==> src/rtl/mmm_exp_sequencer.sv <==
// mmm_exp_sequencer: left-to-right square-and-multiply control sequencer for mmm_unit.
// Outputs are registered from the next state so every strobe lines up with the state it belongs to.
module mmm_exp_sequencer #(
  parameter int WIDTH      = 8,
  parameter int MMM_CYCLES = WIDTH + 1
) (
  input  logic             clk,
  input  logic             rstb,
  input  logic             en,
  input  logic             start,
  input  logic [WIDTH-1:0] exp,
  output logic             mmm_en,
  output logic             mmm_rst,
  output logic             mmm_ld_a,
  output logic             mmm_ld_r,
  output logic             mmm_lock,
  output logic [1:0]       a_sel,
  output logic [1:0]       b_sel,
  output logic             wr_mbar,
  output logic             wr_acc,
  output logic             busy,
  output logic             done
);
  localparam int BW = $clog2(WIDTH + 1);
  localparam int CW = $clog2(MMM_CYCLES + 1);
  typedef enum logic [2:0] {T_IDLE, T_MSG, T_ONE, T_SQ, T_MUL, T_FM, T_DONE} top_t;
  typedef enum logic [2:0] {S_CLR, S_LOAD, S_RUN, S_CAP, S_WR} sub_t;
  top_t top, nt;
  sub_t sub, ns;
  logic [CW-1:0] rcnt, nr;
  logic [BW-1:0] bcnt, nb;
  logic [WIDTH-1:0] e, ne;
  logic last, op;
  logic n_en, n_rst, n_ld_a, n_ld_r, n_lock, n_wm, n_wa, n_busy, n_done;
  logic [1:0] n_a, n_b;
  always_ff @(posedge clk or negedge rstb) begin
    if (!rstb) begin
      top      <= T_IDLE;
      sub      <= S_CLR;
      rcnt     <= '0;
      bcnt     <= '0;
      e        <= '0;
      mmm_en   <= 1'b0;
      mmm_rst  <= 1'b1;
      mmm_ld_a <= 1'b0;
      mmm_ld_r <= 1'b0;
      mmm_lock <= 1'b1;
      a_sel    <= 2'd0;
      b_sel    <= 2'd0;
      wr_mbar  <= 1'b0;
      wr_acc   <= 1'b0;
      busy     <= 1'b0;
      done     <= 1'b0;
    end else begin
      top  <= nt;
      sub  <= ns;
      rcnt <= nr;
      bcnt <= nb;
      e    <= ne;
      if (en) begin
        mmm_en   <= n_en;
        mmm_rst  <= n_rst;
        mmm_ld_a <= n_ld_a;
        mmm_ld_r <= n_ld_r;
        mmm_lock <= n_lock;
        a_sel    <= n_a;
        b_sel    <= n_b;
        wr_mbar  <= n_wm;
        wr_acc   <= n_wa;
        busy     <= n_busy;
        done     <= n_done;
      end else begin
        mmm_en <= 1'b0;
      end
    end
  end
  assign last = bcnt == BW'(WIDTH - 1);
  always_comb begin
    nt = top;
    ns = sub;
    nr = rcnt;
    nb = bcnt;
    ne = e;
    if (en) begin
      case (top)
        T_IDLE: if (start) begin
          nt = T_MSG;
          ns = S_CLR;
          nr = '0;
          nb = '0;
          ne = exp;
        end
        T_DONE: nt = T_IDLE;
        T_MSG, T_ONE, T_SQ, T_MUL, T_FM: case (sub)
          S_CLR:  ns = S_LOAD;
          S_LOAD: begin
            ns = S_RUN;
            nr = '0;
          end
          S_RUN: begin
            ns = rcnt == CW'(MMM_CYCLES - 1) ? S_CAP : S_RUN;
            nr = rcnt + 1'b1;
          end
          S_CAP:  ns = S_WR;
          S_WR: begin
            ns = S_CLR;
            case (top)
              T_MSG:   nt = T_ONE;
              T_ONE:   nt = T_SQ;
              T_SQ:    nt = e[WIDTH-1] ? T_MUL : (last ? T_FM : T_SQ);
              T_MUL:   nt = last ? T_FM : T_SQ;
              default: nt = T_DONE;
            endcase
            // a bit is consumed after its SQUARE (bit 0) or its MULT (bit 1)
            if ((top == T_SQ && !e[WIDTH-1]) || top == T_MUL) begin
              ne = e << 1;
              nb = bcnt + 1'b1;
            end
          end
          default: begin
            nt = T_IDLE;
            ns = S_CLR;
          end
        endcase
        default: begin
          nt = T_IDLE;
          ns = S_CLR;
        end
      endcase
    end
  end
  always_comb begin
    op     = nt inside {T_MSG, T_ONE, T_SQ, T_MUL, T_FM};
    n_busy = op;
    n_done = nt == T_DONE;
    n_en   = op && ns != S_WR;
    n_rst  = !(op && ns == S_CLR);
    n_ld_a = op && ns == S_LOAD;
    n_ld_r = op && ns == S_CAP;
    n_lock = !op || ns == S_WR;
    n_wm   = op && ns == S_WR && nt == T_MSG;
    n_wa   = op && ns == S_WR && nt != T_MSG;
    n_a    = nt == T_ONE ? 2'd3 : nt == T_MUL ? 2'd2 : (nt == T_SQ || nt == T_FM) ? 2'd1 : 2'd0;
    n_b    = (nt == T_SQ || nt == T_MUL) ? 2'd1 : nt == T_FM ? 2'd3 : 2'd0;
  end
endmodule

==> config.mk <==
export PLATFORM = sky130hd
export DESIGN_NAME = mmm_exp_sequencer
export DESIGN_NICKNAME = d
export VERILOG_FILES = /design/src/rtl/mmm_exp_sequencer.sv
export SDC_FILE = /design/constraint.sdc
export NUM_CORES = 1
export LEC_CHECK = 0
export ABC_CLOCK_PERIOD_IN_PS = 2510
export BUFFER_PORTS_ARGS = -buffer_cell sky130_fd_sc_hd__buf_2
export CAP_MARGIN = 5
export CORE_ASPECT_RATIO = 0.6
export CORE_UTILIZATION = 48
export CTS_CLUSTER_DIAMETER = 50
export DETAILED_ROUTE_END_ITERATION = 12
export PLACE_DENSITY = 0.68
export SKIP_CTS_REPAIR_TIMING = 1
export SLEW_MARGIN = 20
export SYNTH_ARGS = -nofsm -noshare
export SYNTH_HDL_FRONTEND = slang
export SYNTH_SLANG_ARGS = --single-unit
==> constraint.sdc <==
create_clock -name clk -period 2.51 [get_ports clk]
set_clock_uncertainty 0.2 [all_clocks]
set_input_delay 0.753 -clock clk [delete_from_list [all_inputs] [get_ports clk]]
set_output_delay 0.753 -clock clk [all_outputs]
set_load 0.01 [all_outputs]
# After elaboration in Yosys (flattened, before gate mapping)
# Index checks and enable logic that the tools add are counted.
[op_classes]
n_addsub = 2
n_mul = 0
n_div = 0
magnitude_cmp = 0
n_eq_ne = 27
shifts = 0
muxes = 28
bitwise = 0
reduce_logical = 24
[ops]
columns = ["cell", "count"]
rows = [
  ["$eq 3x3->1 const B", 8],
  ["$mux 8", 3],
  ["$pmux 3 s4", 2],
  ["$pmux 4 s2", 3],
  ["$eq 3x2->1 const B", 7],
  ["$mux 3", 6],
  ["$pmux 8 s2", 1],
  ["$eq 3x1->1 const B", 4],
  ["$mux 4", 3],
  ["$pmux 3 s2", 2],
  ["$logic_not 3->1", 3],
  ["$pmux 3 s3", 1],
  ["$add 4x1->4 const B", 2],
  ["$logic_and 1x1->1", 8],
  ["$mux 2", 4],
  ["$ne 2x2->1 const B", 3],
  ["$ne 3x1->1 const B", 2],
  ["$reduce_and 5->1", 1],
  ["$reduce_bool 5->1", 1],
  ["$reduce_or 5->1", 1],
  ["$eq 4x3->1 const B", 1],
  ["$eq 4x4->1 const B", 1],
  ["$logic_or 1x1->1", 4],
  ["$reduce_and 4->1", 1],
  ["other kinds (5)", 9],
]
[totals]
register_bits = 35
latch_bits = 0
ramBits = 0
rom_bits = 0
in_bits = 12
output_inout_bits = 13
elab_cells = 97
n_memories = 0

# Longest topological paths before layout
# Gate-level depths: netlist of the first run.
[depth]
ltp_word = 12
mapped_depth = 7

# Worst setup path before layout of the first run
# OpenSTA, ideal clock, no wires.
[synth_path]
kind = "input port to flip-flop"
startpoint = "input en"
endpoint = "register mmm_rst"
arrival_time_ns = 2.003
required_time_ns = 2.227
slack_ns = 0.224
cell_stages = 6
path_buffers = 1
path_cell_list = "clkbuf_1 > o211ai_1 > o31a_4 > inv_4 > a211oi_2 > o32a_1"
[synth_between]
elab_chain_cells = 5
word_cells_on_any_way = 11
cone_classes = "5 x eq/ne; 2 x mux; 4 x reduce/logical"
[synth_rtl]
columns = ["item", "line_no", "text"]
rows = [
  ["start: declaration", "9", "input logic en,"],
  ["$mux 3 (*)", "84", "if (en) begin"],
  ["named net nt[1]", "28", "top_t top, nt;"],
  ["$eq 3x1->1, or another cell as far along", "133", "op = nt inside {T_MSG, T_ONE, T_SQ, T_MUL, T_FM};"],
  ["$reduce_bool 5->1 (*)", "133", ""],
  ["$logic_and 1x1->1 (*)", "137", "n_rst = !(op && ns == S_CLR);"],
  ["$logic_not 1->1 (*)", "137", ""],
  ["end signal: assignment", "62", "mmm_rst <= n_rst;"],
  ["end: declaration", "13", "output logic mmm_rst,"],
]
# Mark *: on every way through the listed nets, which the timed path passes. The rest lies on a longest branch.
# A chain may end at the register's enable or synchronous reset.

# Final worst setup path of the first run
[layout_path]
startpoint = "register top[2]"
endpoint = "register wr_acc"
[layout_between]
elab_chain_cells = 9
word_cells_on_any_way = 25
cone_classes = "13 x eq/ne; 7 x mux; 5 x reduce/logical"
[layout_rtl]
columns = ["item", "line_no", "text"]
rows = [
  ["start: declaration", "28", ""],
  ["start signal: assignment", "55", "top <= nt;"],
  ["$eq 3x3->1, or another cell as far along", "85, 107", ""],
  ["$pmux 3 s4", "107", "case (top)"],
  ["$pmux 3 s2", "94", "T_MSG, T_ONE, T_SQ, T_MUL, T_FM: case (sub)"],
  ["$pmux 3 s2 (*)", "85", "case (top)"],
  ["$mux 3 (*)", "84", ""],
  ["named net nt[0]", "28", ""],
  ["$eq 3x1->1, or another cell as far along", "133", ""],
  ["$reduce_bool 5->1", "133", ""],
  ["$logic_and 1x1->1", "142", "n_wa = op && ns == S_WR && nt != T_MSG;"],
  ["$logic_and 1x1->1 (*)", "142", ""],
  ["end signal: assignment", "69", "wr_acc <= n_wa;"],
  ["end: declaration", "20", "output logic wr_acc,"],
]
# Marked as above.

==> results of run 1 <==
-- worst max path at each step --
stage | endpoint | depth (start not counted)
finish | wr_acc$_DFFE_PN0P_ | 5
global route | wr_acc$_DFFE_PN0P_ | 5
CTS | wr_acc$_DFFE_PN0P_ | 5
detailed placement | wr_acc$_DFFE_PN0P_ | 6
global placement | mmm_lock$_DFFE_PN1P_ | 6
floorplan | mmm_rst$_DFFE_PN1P_ | 6
-- layout make-up --
type / count / area (um^2) / area share
Multi-Input combinational cell: 144 / 1030 / 0.444
Sequential cell: 35 / 878 / 0.379
Timing Repair Buffer: 34 / 195 / 0.0842
Clock buffer: 6 / 82.6 / 0.0356
Tap cell: 47 / 58.8 / 0.0254
Inverter: 10 / 40.0 / 0.0173
Clock inverter: 2 / 35.0 / 0.0151
-- routing by layer --
layer / vias to the layer above / wire length, um
met3: 2 / 229
met5: - / 0
met1: 811 / 2290
met4: 0 / 15
met2: 36 / 1980
li1: 786 / -
-- registers in the layout, indices dropped and copies added (netlist names) --
register,count
mmm_lock,1
wr_mbar,1
rcnt,4
done,1
wr_acc,1
top,3
busy,1
sub,3
b_sel,2
bcnt,4
mmm_en,1
mmm_ld_r,1
e,8
a_sel,2
mmm_ld_a,1
mmm_rst,1
-- where the power goes --
| part | total, mW | internal (mW) | switching [mW] |
|---|---|---|---|
| Sequential | 0.780 | 0.687 | 0.0935 |
| Clock | 0.520 | 0.321 | 0.199 |
| Combinational | 0.768 | 0.317 | 0.450 |
| Total | 2.07 | 1.33 | 0.743 |
-- stage by stage --
stage               hold WS, ps  utilization  power (mW)  worst slack [ps]  std cells
floorplan                   255            -        1.32               224        200
global placement            257        0.575        1.52               143        270
detailed placement          272        0.575        1.55              76.3        270
CTS                         289        0.606        2.08               129        278
global route                318        0.606        2.20              2.81        278
finish                      284        0.606        2.07              95.6        278
-- cell usage after synthesis (all sizes together), types with 3 or more instances --
cell / number / area share
a21oi: 4 / 0.010
a21o: 3 / 0.011
o21ai: 22 / 0.055
a211oi: 3 / 0.014
o2bb2ai: 3 / 0.013
nand4: 4 / 0.013
a31oi: 3 / 0.017
or3: 3 / 0.0094
or2: 3 / 0.0094
mux2i: 10 / 0.050
nor2: 9 / 0.017
dfrtp: 33 / 0.41
inv: 10 / 0.020
nand2: 25 / 0.048
clkbuf: 6 / 0.011
xor2: 3 / 0.013
nand2b: 4 / 0.013
and3: 3 / 0.0094
buf: 5 / 0.012
ha: 3 / 0.019
nor3: 5 / 0.013
nand3b: 3 / 0.011
-- logic make-up after synthesis --
| family | count (synthesis) | share of synthesized area |
|---|---|---|
| and+or+nand+nor | 68 | 0.188 |
| AOI/OAI and AO/OA | 59 | 0.241 |
| DFF | 35 | 0.441 |
| buffers and inverters | 21 | 0.0433 |
| muxes | 10 | 0.0502 |
| xor gates and xnor gates | 4 | 0.0176 |
| adders and majority gates | 3 | 0.0188 |
-- cell usage in the layout, fill, tap and decap left out, drive strengths merged, types with 2 or more instances in the layout --
master   instances
a21boi           2
or3              3
and3             3
dfstp            2
or2              3
mux2i           10
xor2             3
o211ai           2
nand4            4
buf             34
o2bb2ai          3
o32ai            2
dfrtp           33
a31o             2
nor3             5
nor2             9
ha               3
o21ai           22
nand2           25
o32a             2
a31oi            3
nand3            2
a21o             3
inv             10
a211oi           3
nor2b            2
nand3b           3
clkbuf           6
nand2b           4
a21oi            4
o41ai            2
a32o             2
o31ai            2
-- critical path: stages (launching register included) --
cell and delay (ps):
dfrtp_1 570, or3b_1 460, a21boi_4 170, o311ai_4 380
a211oi_2 140, o41ai_2 380
==> results_dict.tcl, run 1 <==
set metrics [dict create \
    drtIter0Drc 98 \
    finalSetupTns_ps 0 \
    arrival_ps 2400 \
    grt_pass1_wl_um 7650 \
    clockBufferDepth 2 \
    clkSinkCount 35 \
    port_buffers 24 \
    area.growth.synth_to_final_pct 16.3 \
    vias_per_cell 5.88 \
    fillCellCount 321 \
    worst-path-max-fanout 12 \
    period_needed_ps 2410 \
    critPathRequiredTime_ps 2490 \
    rows 17 \
    grt.met1_usage 0.341 \
    netlist_area_mm2 0.00199 \
    maxSlewHeadroom 0.481 \
    cts_buffers 5 \
    hold_class "flop to flop" \
    grt_util_met2 0.347 \
    startpoint "top[2]$_DFF_PN0_" \
    r2r_end "wr_acc$_DFFE_PN0P_" \
    diodes 0 \
    nNetsFinal 245 \
    clkLatencyLatePin_ps 280 \
    dp_hpwl_um 3400 \
    synth-main-ff-cell "dfrtp_1" \
    path_clk_slew_ps 70 \
    start_kind "flop" \
    drc 0 \
    hold_end "e[4]$_DFFE_PN0P_" \
    start_util 0.521 \
    min_period_over_period 0.962 \
    powerDensity_mw_per_mm2 892 \
    synth_fp_nets 215 \
    r2r_start "top[2]$_DFF_PN0_" \
    p_leak_nw 1.07 \
    die-area_mm2 0.00442 \
    rr_worst_depth 5 \
    status "finished clean" \
    synth_seq_area_share 0.441 \
    route.detailed.wl_per_inst_um 16.2 \
    ios 25 \
    ant_nets 0 \
    drt_pre_antenna_iters 4 \
    antenna_found_initial 0 \
    dpl-instance-area_mm2 0.00220 \
    synth_warnings 0 \
    cts_root_buf "clkbuf_8" \
    grtUsageMet3 0.0460 \
    die_h_um 51.9 \
    netlist_instances 200 \
    crit_type "flop to flop" \
    worst-slew-pin-transition_ps 778 \
    ff2ff_setup_slack_ps 100 \
    grt_busiest_layer "met2" \
    crit_path_end_kind "flop" \
    grt_max_degree 36 \
    holdPathStages 2 \
    first_global_vias 1557 \
    synth-edff-count 0 \
    htreeDepth 2 \
    drive_above_1_share 0.247 \
    synthArstFlopShare 1.00 \
    cts_tree "yes" \
    clock.fmax_mhz 414 \
    worstHoldStart "e[4]$_DFFE_PN0P_" \
    wl_um 4510 \
    rsz0062_at_grt "no" \
    vias 1635 \
    grt-ovfl-total 0 \
    yosysUniqueCellTypes 55 \
    avgSynthCellArea_um2 9.97 \
    cap_violations 0 \
    grt.total_usage 0.231 \
    hold_violations 0 \
    setup_violations 0 \
    peakVddDrop_mv 0.394 \
    die_w_um 85.2 \
    drv_slew 0 \
    finalInstanceArea_mm2 0.00232 \
    coreArea_mm2 0.00383 \
    ys_ff_latch 35 \
    gp_congestion 0.850 \
]
Power figures use the tool's default switching activity.
==> run 2: changes to the inputs <==
Settings changed: CTS_CLUSTER_SIZE set to 30, PLACE_DENSITY 0.68 to 0.79.
==> run 2 against run 1 <==
Final area shrank 0.54%. Register-to-register slack gained 130 ps. Final cell count is 0.36% lower. Worst setup slack better by 130 ps. Sequential power up 2%. Combinational power is 4.4% lower. Critical path depth stayed put. Global-route usage fell by 1.7 points. Worst hold slack worse by 3.9 ps. Sequential share of layout area up 0.21 points.
==> results_dict.tcl, run 2 (synthesis results as in run 1) <==
set metrics [dict create \
    ff2ff_setup_slack_ps 230 \
    antenna_found_initial 0 \
    maxSlewHeadroom 0.491 \
    die-area_mm2 0.00442 \
    start_util 0.521 \
    worst-path-max-fanout 9 \
    coreArea_mm2 0.00383 \
    path_clk_slew_ps 70 \
    hold_violations 0 \
    first_global_vias 1464 \
    clkPwrFrac 0.254 \
    clockBufferDepth 2 \
    crit_path_end_kind "flop" \
    htreeDepth 2 \
    wl_um 4170 \
    p_sw_frac 0.368 \
    drive_above_1_share 0.243 \
    drt_pre_antenna_iters 5 \
    hold_class "flop to flop" \
    rsz0062_at_grt "no" \
    top_regs "e (8), bcnt (4), rcnt (4)" \
    highest-signal-layer "met4" \
    die_h_um 51.9 \
    vias 1600 \
    ant_nets 0 \
    period_needed_ps 2280 \
    nNetsFinal 244 \
    min_period_over_period 0.910 \
    internal-power_mw 1.30 \
    die_w_um 85.2 \
    powerDensity_mw_per_mm2 890 \
    peakVddDrop_mv 0.357 \
    largest_reg_flops 8 \
    seqPwrFrac 0.389 \
    critPathRequiredTime_ps 2550 \
    wl_met2_um 1630 \
    ios 25 \
    stdcell_count 277 \
    clkSinkCount 35 \
    cts_buffers 5 \
    cts_root_buf "clkbuf_8" \
    status "finished clean" \
    drt-met1-wl_um 2250 \
    power_frac_comb 0.358 \
    crit_type "flop to flop" \
    diodes 0 \
    clock.fmax_mhz 438 \
    setup_violations 0 \
    fillCellCount 340 \
    p_leak_nw 1.07 \
    start_kind "flop" \
    grt_pass1_wl_um 7090 \
    cts_tree "yes" \
    cap_violations 0 \
    worst-slew-pin-transition_ps 764 \
    vias_per_cell 5.78 \
    place_inst 269 \
    power_mw 2.05 \
    rows 17 \
    layout_common_cells "dfrtp_1 (33), nand2_1 (24), buf_2 (24)" \
    grt_max_degree 36 \
    port_buffers 24 \
    wl_met3_um 239 \
    finalSetupTns_ps 0 \
    final_common_cell "dfrtp_1" \
    drv_slew 0 \
    dp_hpwl_um 3040 \
    drtIter0Drc 85 \
    area.growth.synth_to_final_pct 15.7 \
    arrival_ps 2320 \
    gp_congestion 0.877 \
    final_core_util 0.602 \
    power_switching_uw 756 \
    regMostFlops "e" \
    route.detailed.wl_per_inst_um 15.1 \
    clkLatencyLatePin_ps 300 \
    hold_ws_ps 280 \
    grt-ovfl-total 0 \
    drc 0 \
    grt.total_usage 0.215 \
]
==> run 2: critical path, stage by stage, from the launching register on <==
cell	delay (ps)
dfrtp_1	480
or3b_1	450
a21boi_4	180
o311ai_4	380
nor4b_4	350
a31o_1	190
==> run 2: power groups by stage <==
stage               clock network (mW)  registers, mW  logic [mW]
floorplan                            0          0.789       0.533
global placement                     0          0.803       0.712
detailed placement                   0          0.805       0.728
CTS                              0.528          0.796       0.735
global route                     0.553          0.814       0.815
finish                           0.521          0.798       0.734
==> run 2: area by class of cell <==
type,count,area [um^2],area share
Clock buffer,5,68.8,0.0298
Clock inverter,3,43.8,0.0190
Inverter,10,40.0,0.0174
Multi-Input combinational cell,144,1030,0.446
Sequential cell,35,878,0.381
Tap cell,47,58.8,0.0255
Timing Repair Buffer,33,188,0.0814
==> run 2: through the flow <==
| stage | cell area [um^2] | worst slack (ps) |
|---|---|---|
| floorplan | 1990 | 224 |
| global placement | 2190 | 178 |
| detailed placement | 2190 | 153 |
| CTS | 2310 | 234 |
| global route | 2310 | 122 |
| finish | 2310 | 226 |
==> run 2: worst paths after layout <==
check                                 start                   end  cells past startpoint
min in group asynchronous              rstb  mmm_ld_r$_DFFE_PN0P_                      1
max in group asynchronous              rstb   bcnt[1]$_DFFE_PN0P_                      1
max                        top[1]$_DFF_PN0_   wr_mbar$_DFFE_PN0P_                      5
max reg2reg                top[1]$_DFF_PN0_   wr_mbar$_DFFE_PN0P_                      5
min reg2reg                done$_DFFE_PN0P_      done$_DFFE_PN0P_                      1
min                        done$_DFFE_PN0P_      done$_DFFE_PN0P_                      1
==> run 2: layer usage <==
| metal | GRT usage | vias up |
|---|---|---|
| li1 | - | 788 |
| met1 | 0.321 | 766 |
| met2 | 0.293 | 40 |
| met3 | 0.0556 | 6 |
| met4 | 0.0847 | 0 |
| met5 | 0 | - |
